===== config.mk =====
export PLATFORM = sky130hd
export DESIGN_NAME = div_arbiter
export DESIGN_NICKNAME = d
export VERILOG_FILES = /design/src/rtl/div_arbiter.sv
export SDC_FILE = /design/constraint.sdc
export NUM_CORES = 1
export LEC_CHECK = 0
export CORE_AREA = 2 2 119 121
export DETAILED_ROUTE_END_ITERATION = 6
export DIE_AREA = 0 0 121 123
export PLACE_DENSITY = 0.77
export SLEW_MARGIN = 5
export SYNTH_ARGS = -nofsm -noshare
export SYNTH_HDL_FRONTEND = slang
export SYNTH_SLANG_ARGS = --single-unit

===== constraint.sdc =====
create_clock -name clk -period 2.74 [get_ports clk]
set_input_delay 0.548 -clock clk [delete_from_list [all_inputs] [get_ports clk]]
set_output_delay 0.548 -clock clk [all_outputs]
set_load 0.1 [all_outputs]

===== src/rtl/div_arbiter.sv =====
// Round-robin arbiter sharing one divider among NUM_REQ requesters, with flush and watchdog.
// Optional DIV_ZERO_BYPASS_EN: divide-by-zero requests are answered locally without using the divider.
module div_arbiter #(
  parameter int NUM_REQ  = 2,
  parameter int WATCHDOG = 64
) (
  input  logic                   clk,
  input  logic                   reset,
  input  logic [NUM_REQ-1:0]     req_valid_i,
  output logic [NUM_REQ-1:0]     req_ready_o,
  input  logic [3*NUM_REQ-1:0]   req_funct3_i,
  input  logic [32*NUM_REQ-1:0]  req_rs1_i,
  input  logic [32*NUM_REQ-1:0]  req_rs2_i,
  input  logic [5*NUM_REQ-1:0]   req_rd_i,
  input  logic [NUM_REQ-1:0]     flush_i,
  output logic [NUM_REQ-1:0]     resp_valid_o,
  output logic [4:0]             resp_rd_o,
  output logic [31:0]            resp_result_o,
  output logic                   resp_err_o,
  output logic                   busy_o,
  output logic                   div_start_o,
  output logic                   div_valid_o,
  output logic                   div_flush_o,
  output logic [2:0]             div_funct3_o,
  output logic [31:0]            div_rs1_o,
  output logic [31:0]            div_rs2_o,
  output logic [4:0]             div_rd_o,
  input  logic                   div_ready_i,
  input  logic                   div_busy_i,
  input  logic [4:0]             div_rd_i,
  input  logic [31:0]            div_result_i
);

  localparam int RR_W = (NUM_REQ > 1) ? $clog2(NUM_REQ) : 1;
  localparam int WD_W = $clog2(WATCHDOG);

  typedef enum logic [1:0] {
    ST_IDLE  = 2'd0,
    ST_ISSUE = 2'd1,
    ST_WAIT  = 2'd2,
    ST_RESP  = 2'd3
  } state_t;

  state_t            state_q, state_d;
  logic [RR_W-1:0]   rr_q, rr_d;
  logic [RR_W-1:0]   owner_q, owner_d;
  logic [2:0]        funct3_q, funct3_d;
  logic [31:0]       rs1_q, rs1_d;
  logic [31:0]       rs2_q, rs2_d;
  logic [4:0]        rd_q, rd_d;
  logic [WD_W-1:0]   wd_q, wd_d;
  logic [31:0]       res_q, res_d;
  logic [4:0]        res_rd_q, res_rd_d;
  logic              err_q, err_d;

  logic              grant_found;
  logic [RR_W-1:0]   grant_idx;
  logic              grant;
  logic              owner_flush;
  logic              wd_hit;

  // Rotating priority: search upward from rr_q with wrap, skipping flushed requesters.
  always_comb begin : arb_c
    int idx;
    grant_found = 1'b0;
    grant_idx   = '0;
    idx         = 0;
    for (int k = 0; k < NUM_REQ; k++) begin
      idx = int'(rr_q) + k;
      if (idx >= NUM_REQ) idx = idx - NUM_REQ;
      if (!grant_found && req_valid_i[idx] && !flush_i[idx]) begin
        grant_found = 1'b1;
        grant_idx   = RR_W'(idx);
      end
    end
  end

  assign grant       = grant_found && !div_busy_i && (state_q == ST_IDLE) && !reset;
  assign owner_flush = flush_i[owner_q];
  assign wd_hit      = (wd_q == WD_W'(WATCHDOG - 1));

  always_ff @(posedge clk) begin
    if (reset) begin
      state_q  <= ST_IDLE;
      rr_q     <= '0;
      owner_q  <= '0;
      funct3_q <= '0;
      rs1_q    <= '0;
      rs2_q    <= '0;
      rd_q     <= '0;
      wd_q     <= '0;
      res_q    <= '0;
      res_rd_q <= '0;
      err_q    <= 1'b0;
    end else begin
      state_q  <= state_d;
      rr_q     <= rr_d;
      owner_q  <= owner_d;
      funct3_q <= funct3_d;
      rs1_q    <= rs1_d;
      rs2_q    <= rs2_d;
      rd_q     <= rd_d;
      wd_q     <= wd_d;
      res_q    <= res_d;
      res_rd_q <= res_rd_d;
      err_q    <= err_d;
    end
  end

  always_comb begin
    state_d  = state_q;
    rr_d     = rr_q;
    owner_d  = owner_q;
    funct3_d = funct3_q;
    rs1_d    = rs1_q;
    rs2_d    = rs2_q;
    rd_d     = rd_q;
    wd_d     = wd_q;
    res_d    = res_q;
    res_rd_d = res_rd_q;
    err_d    = err_q;
    case (state_q)
      ST_IDLE: begin
        if (grant) begin
          owner_d  = grant_idx;
          funct3_d = req_funct3_i[int'(grant_idx)*3 +: 3];
          rs1_d    = req_rs1_i[int'(grant_idx)*32 +: 32];
          rs2_d    = req_rs2_i[int'(grant_idx)*32 +: 32];
          rd_d     = req_rd_i[int'(grant_idx)*5 +: 5];
          rr_d     = (int'(grant_idx) == NUM_REQ - 1) ? '0 : grant_idx + 1'b1;
          wd_d     = '0;
          state_d  = ST_ISSUE;
`ifdef DIV_ZERO_BYPASS_EN
          if (req_rs2_i[int'(grant_idx)*32 +: 32] == 32'd0) begin
            // funct3[1] set means REM/REMU: remainder by zero returns the dividend.
            res_d    = req_funct3_i[int'(grant_idx)*3 + 1] ? req_rs1_i[int'(grant_idx)*32 +: 32]
                                                            : 32'hFFFF_FFFF;
            res_rd_d = req_rd_i[int'(grant_idx)*5 +: 5];
            err_d    = 1'b0;
            state_d  = ST_RESP;
          end
`endif
        end
      end
      ST_ISSUE: begin
        wd_d    = '0;
        state_d = owner_flush ? ST_IDLE : ST_WAIT;
      end
      ST_WAIT: begin
        if (owner_flush) begin
          state_d = ST_IDLE;
        end else if (div_ready_i) begin
          res_d    = div_result_i;
          res_rd_d = div_rd_i;
          err_d    = 1'b0;
          state_d  = ST_RESP;
        end else if (wd_hit) begin
          res_d    = 32'd0;
          res_rd_d = rd_q;
          err_d    = 1'b1;
          state_d  = ST_RESP;
        end else begin
          wd_d = wd_q + 1'b1;
        end
      end
      ST_RESP: begin
        state_d = ST_IDLE;
      end
      default: state_d = ST_IDLE;
    endcase
  end

  always_comb begin
    req_ready_o  = '0;
    resp_valid_o = '0;
    if (grant) req_ready_o[grant_idx] = 1'b1;
    if ((state_q == ST_RESP) && !owner_flush && !reset) resp_valid_o[owner_q] = 1'b1;
    busy_o        = (state_q != ST_IDLE);
    div_start_o   = (state_q == ST_ISSUE) && !owner_flush && !reset;
    div_valid_o   = div_start_o;
    div_flush_o   = (state_q == ST_WAIT) && !reset &&
                    (owner_flush || (!div_ready_i && wd_hit));
    div_funct3_o  = funct3_q;
    div_rs1_o     = rs1_q;
    div_rs2_o     = rs2_q;
    div_rd_o      = rd_q;
    resp_rd_o     = res_rd_q;
    resp_result_o = res_q;
    resp_err_o    = err_q;
  end

endmodule


==> flow_metrics.py <==
metrics = {
    "status": {
        "status": "finished, final reports clean",
    },
    "layout": {
        "stdcell_count": 1054,
        "nets": 1051,
        "drive_above_1_share": 0.206,
        "most-common-layout-cells": "clkdlybuf4s50_1, nand2_1, buf_4",
        "final_common_cell": "clkdlybuf4s50_1",
        "n_antenna_cell": 0,
        "area_delta_synth_final_pct": 75.2,
        "finish.instance_area_sq_mm": 0.00859,
    },
    "routing": {
        "postRouteAntennaNets": 0,
        "first_iter_violations": 207,
        "wire_per_inst_microns": 16.4,
        "dr_wl_met3_mm": 1.58,
        "wl_met1_mm": 6.49,
        "vias": 5399,
        "top_layer": "met4",
        "drt_pass1_iterations": 4,
        "wl_met2_mm": 8.78,
        "drc": 0,
        "drt-total-wl_mm": 17.3,
        "avgViaCountPerCell": 5.12,
    },
    "timing": {
        "relSlewSlack": 0.456,
        "maxSlewViolCount": 0,
        "period_share": 0.958,
        "fin_tns_setup_ns": 0,
        "tightest_slew_ns": 0.814,
        "max_freq_mhz": 381,
        "hold_viol": 0,
        "finalClockSkew_ns": 0.00449,
        "final-setup-viol-count": 0,
        "rsz0062_at_grt": "false",
        "finalCriticalPeriod_ns": 2.63,
        "fin_ws_ns": 0.115,
    },
    "pwr": {
        "leakage_nw": 3.46,
        "seqPwrFrac": 0.349,
        "powerDensity_mw_per_mm2": 616,
        "p_comb_frac": 0.210,
        "switching_power_mw": 1.53,
        "clock_power_share": 0.440,
        "p_int_mw": 3.76,
        "vdd_drop_max_uv": 362,
        "p_sw_frac": 0.289,
    },
    "place": {
        "dp_slack_ns": -0.0929,
        "dpl_cell_area_sq_mm": 0.00796,
        "hpwl_mm": 12.7,
        "routabilityCongestion": 0.790,
        "dp_cells": 1022,
        "port_buffers": 306,
    },
    "grt": {
        "grt-ovfl-total": 0,
        "grt_pass1_wl_mm": 26.1,
        "grt_max_degree": 102,
        "antenna_found_initial": 0,
        "grt_util_all_layers": 0.221,
        "grt_pass1_vias": 5391,
    },
    "logic_synthesis": {
        "seq_area_frac_synth": 0.490,
        "synthArstFlopShare": 0,
        "ys_seq_elements": 120,
        "yosys_warnings": 0,
        "synth_nets": 764,
        "synth.distinct_cells": 40,
        "ys.flop_type": "dfxtp_1",
        "syn_area_sq_mm": 0.00490,
        "syn_avg_cell_area_sq_um": 8.54,
        "synth_edf_count": 0,
        "syn_inst": 574,
    },
    "worst_setup_path": {
        "cp_max_fo": 4,
        "end_kind": "output pin",
        "cp_data_required_time_ns": 2.19,
        "cp-start-kind": "input port",
        "path_class": "input port to output pin",
        "arrival_ns": 2.08,
        "worstRegToRegCells": 6,
    },
    "clocking": {
        "cts_tree": "yes",
        "clk_pin_slew_ns": 0.05,
        "post_cts_buffers": 0,
        "numCtsBuffers": 17,
        "cts_num_sinks": 120,
        "root_buffer": "clkbuf_16",
        "worstSkewPairLatency_ns": 0.41,
        "ctsResizeCount": 0,
        "cts.path.max_buffers": 2,
        "ctsHoldBuffers": 0,
        "htree_num_levels": 4,
    },
    "floorplan": {
        "die_h_microns": 123,
        "io_pins": 307,
        "rows": 43,
        "start_util": 0.360,
        "die_x_microns": 121,
        "die-area_sq_mm": 0.0149,
        "core_sq_mm": 0.0136,
    },
    "min_path": {
        "holdPathStages": 1,
        "hold_path_class": "register to register",
    },
    "run": {
        "max_cap_violations": 0,
    },
}
final timing paths:
path                     startpoint                 to  slack (ns)
setup / recovery         div_busy_i     req_ready_o[1]        0.11
hold reg to reg   resp_result_o[13]  resp_result_o[13]        0.48
hold / removal    resp_result_o[13]  resp_result_o[13]        0.48
setup reg to reg            owner_q  resp_result_o[17]        0.59
critical path, cell delays in order:
cell and delay [ns]:
clkdlybuf4s50_1 0.44, or4_4 0.51, a21oi_4 0.19, and2_2 0.21
buf_12 0.17
cell families (layout without fill, tap and decap cells):
| group | after synthesis | count (layout) | synth area share |
|---|---|---|---|
| muxes | 7 | 7 | 0.0145 |
| adders and majority gates | 1 | 1 | 0.00255 |
| AOI/OAI and AO/OA | 139 | 139 | 0.233 |
| and+or+nand+nor | 250 | 250 | 0.207 |
| xor gates and xnor gates | 1 | 1 | 0.00179 |
| DFF | 120 | 120 | 0.490 |
| buffers and inverters | 56 | 356 | 0.0503 |
power groups by stage:
stage	logic [mW]	registers, mW	clock network, mW
after floorplan	0.247	2.31	0
after global placement	1.10	1.88	0
after detailed placement	1.11	1.88	0
after CTS	1.12	1.85	2.36
after global routing	1.17	1.85	2.45
final	1.11	1.85	2.33
cell type report:
class                           instances  area [sq um]
Clock inverter                         12           175
Inverter                                3          11.3
Fill cell                            1157          5020
Clock buffer                           20           447
Tap cell                              180           225
Timing Repair Buffer                  321          3000
Multi-Input combinational cell        398          2330
Sequential cell                       120          2400
routing by layer:
layer,track usage,vias up
li1,-,2624
met1,0.226,2492
met4,0.0872,0
met2,0.410,249
met3,0.0812,34
met5,0,-
cell usage after synthesis (2+ instances only):
cell type  count  area [sq um]
nand2_1      147           552
a211oi_1       6          45.0
a31oi_1        6          37.5
nor3_1         6          30.0
a311oi_1      72           631
clkbuf_1      32           120
o21ai_0        2          10.0
and2_1         3          18.8
inv_1          3          11.3
nor2_1        76           285
nand2b_1       3          18.8
buf_4          4          30.0
and3_1         2          12.5
a22o_1        32           280
a21o_1         2          15.0
or3_1          3          18.8
a21oi_1       12          60.1
mux2i_1        6          60.1
buf_2         17          85.1
dfxtp_1      120          2400
flip-flops by register name, summed over array words and instances (netlist names):
register,flops
resp_err_o,1
div_funct3_o,3
resp_result_o,32
owner_q,1
resp_rd_o,5
div_rs1_o,32
div_rs2_o,32
rr_q,1
div_rd_o,5
wd_q,6
state_q,2
metrics by stage:
step	hold slack (ns)	total power, mW	util
final	0.479	5.29	0.631
after detailed placement	0.460	3.00	0.585
after floorplan	0.433	2.55	-
after global placement	0.445	2.98	0.585
after CTS	0.478	5.33	0.631
after global routing	0.491	5.48	0.631
(Power assumes the default switching activity.)
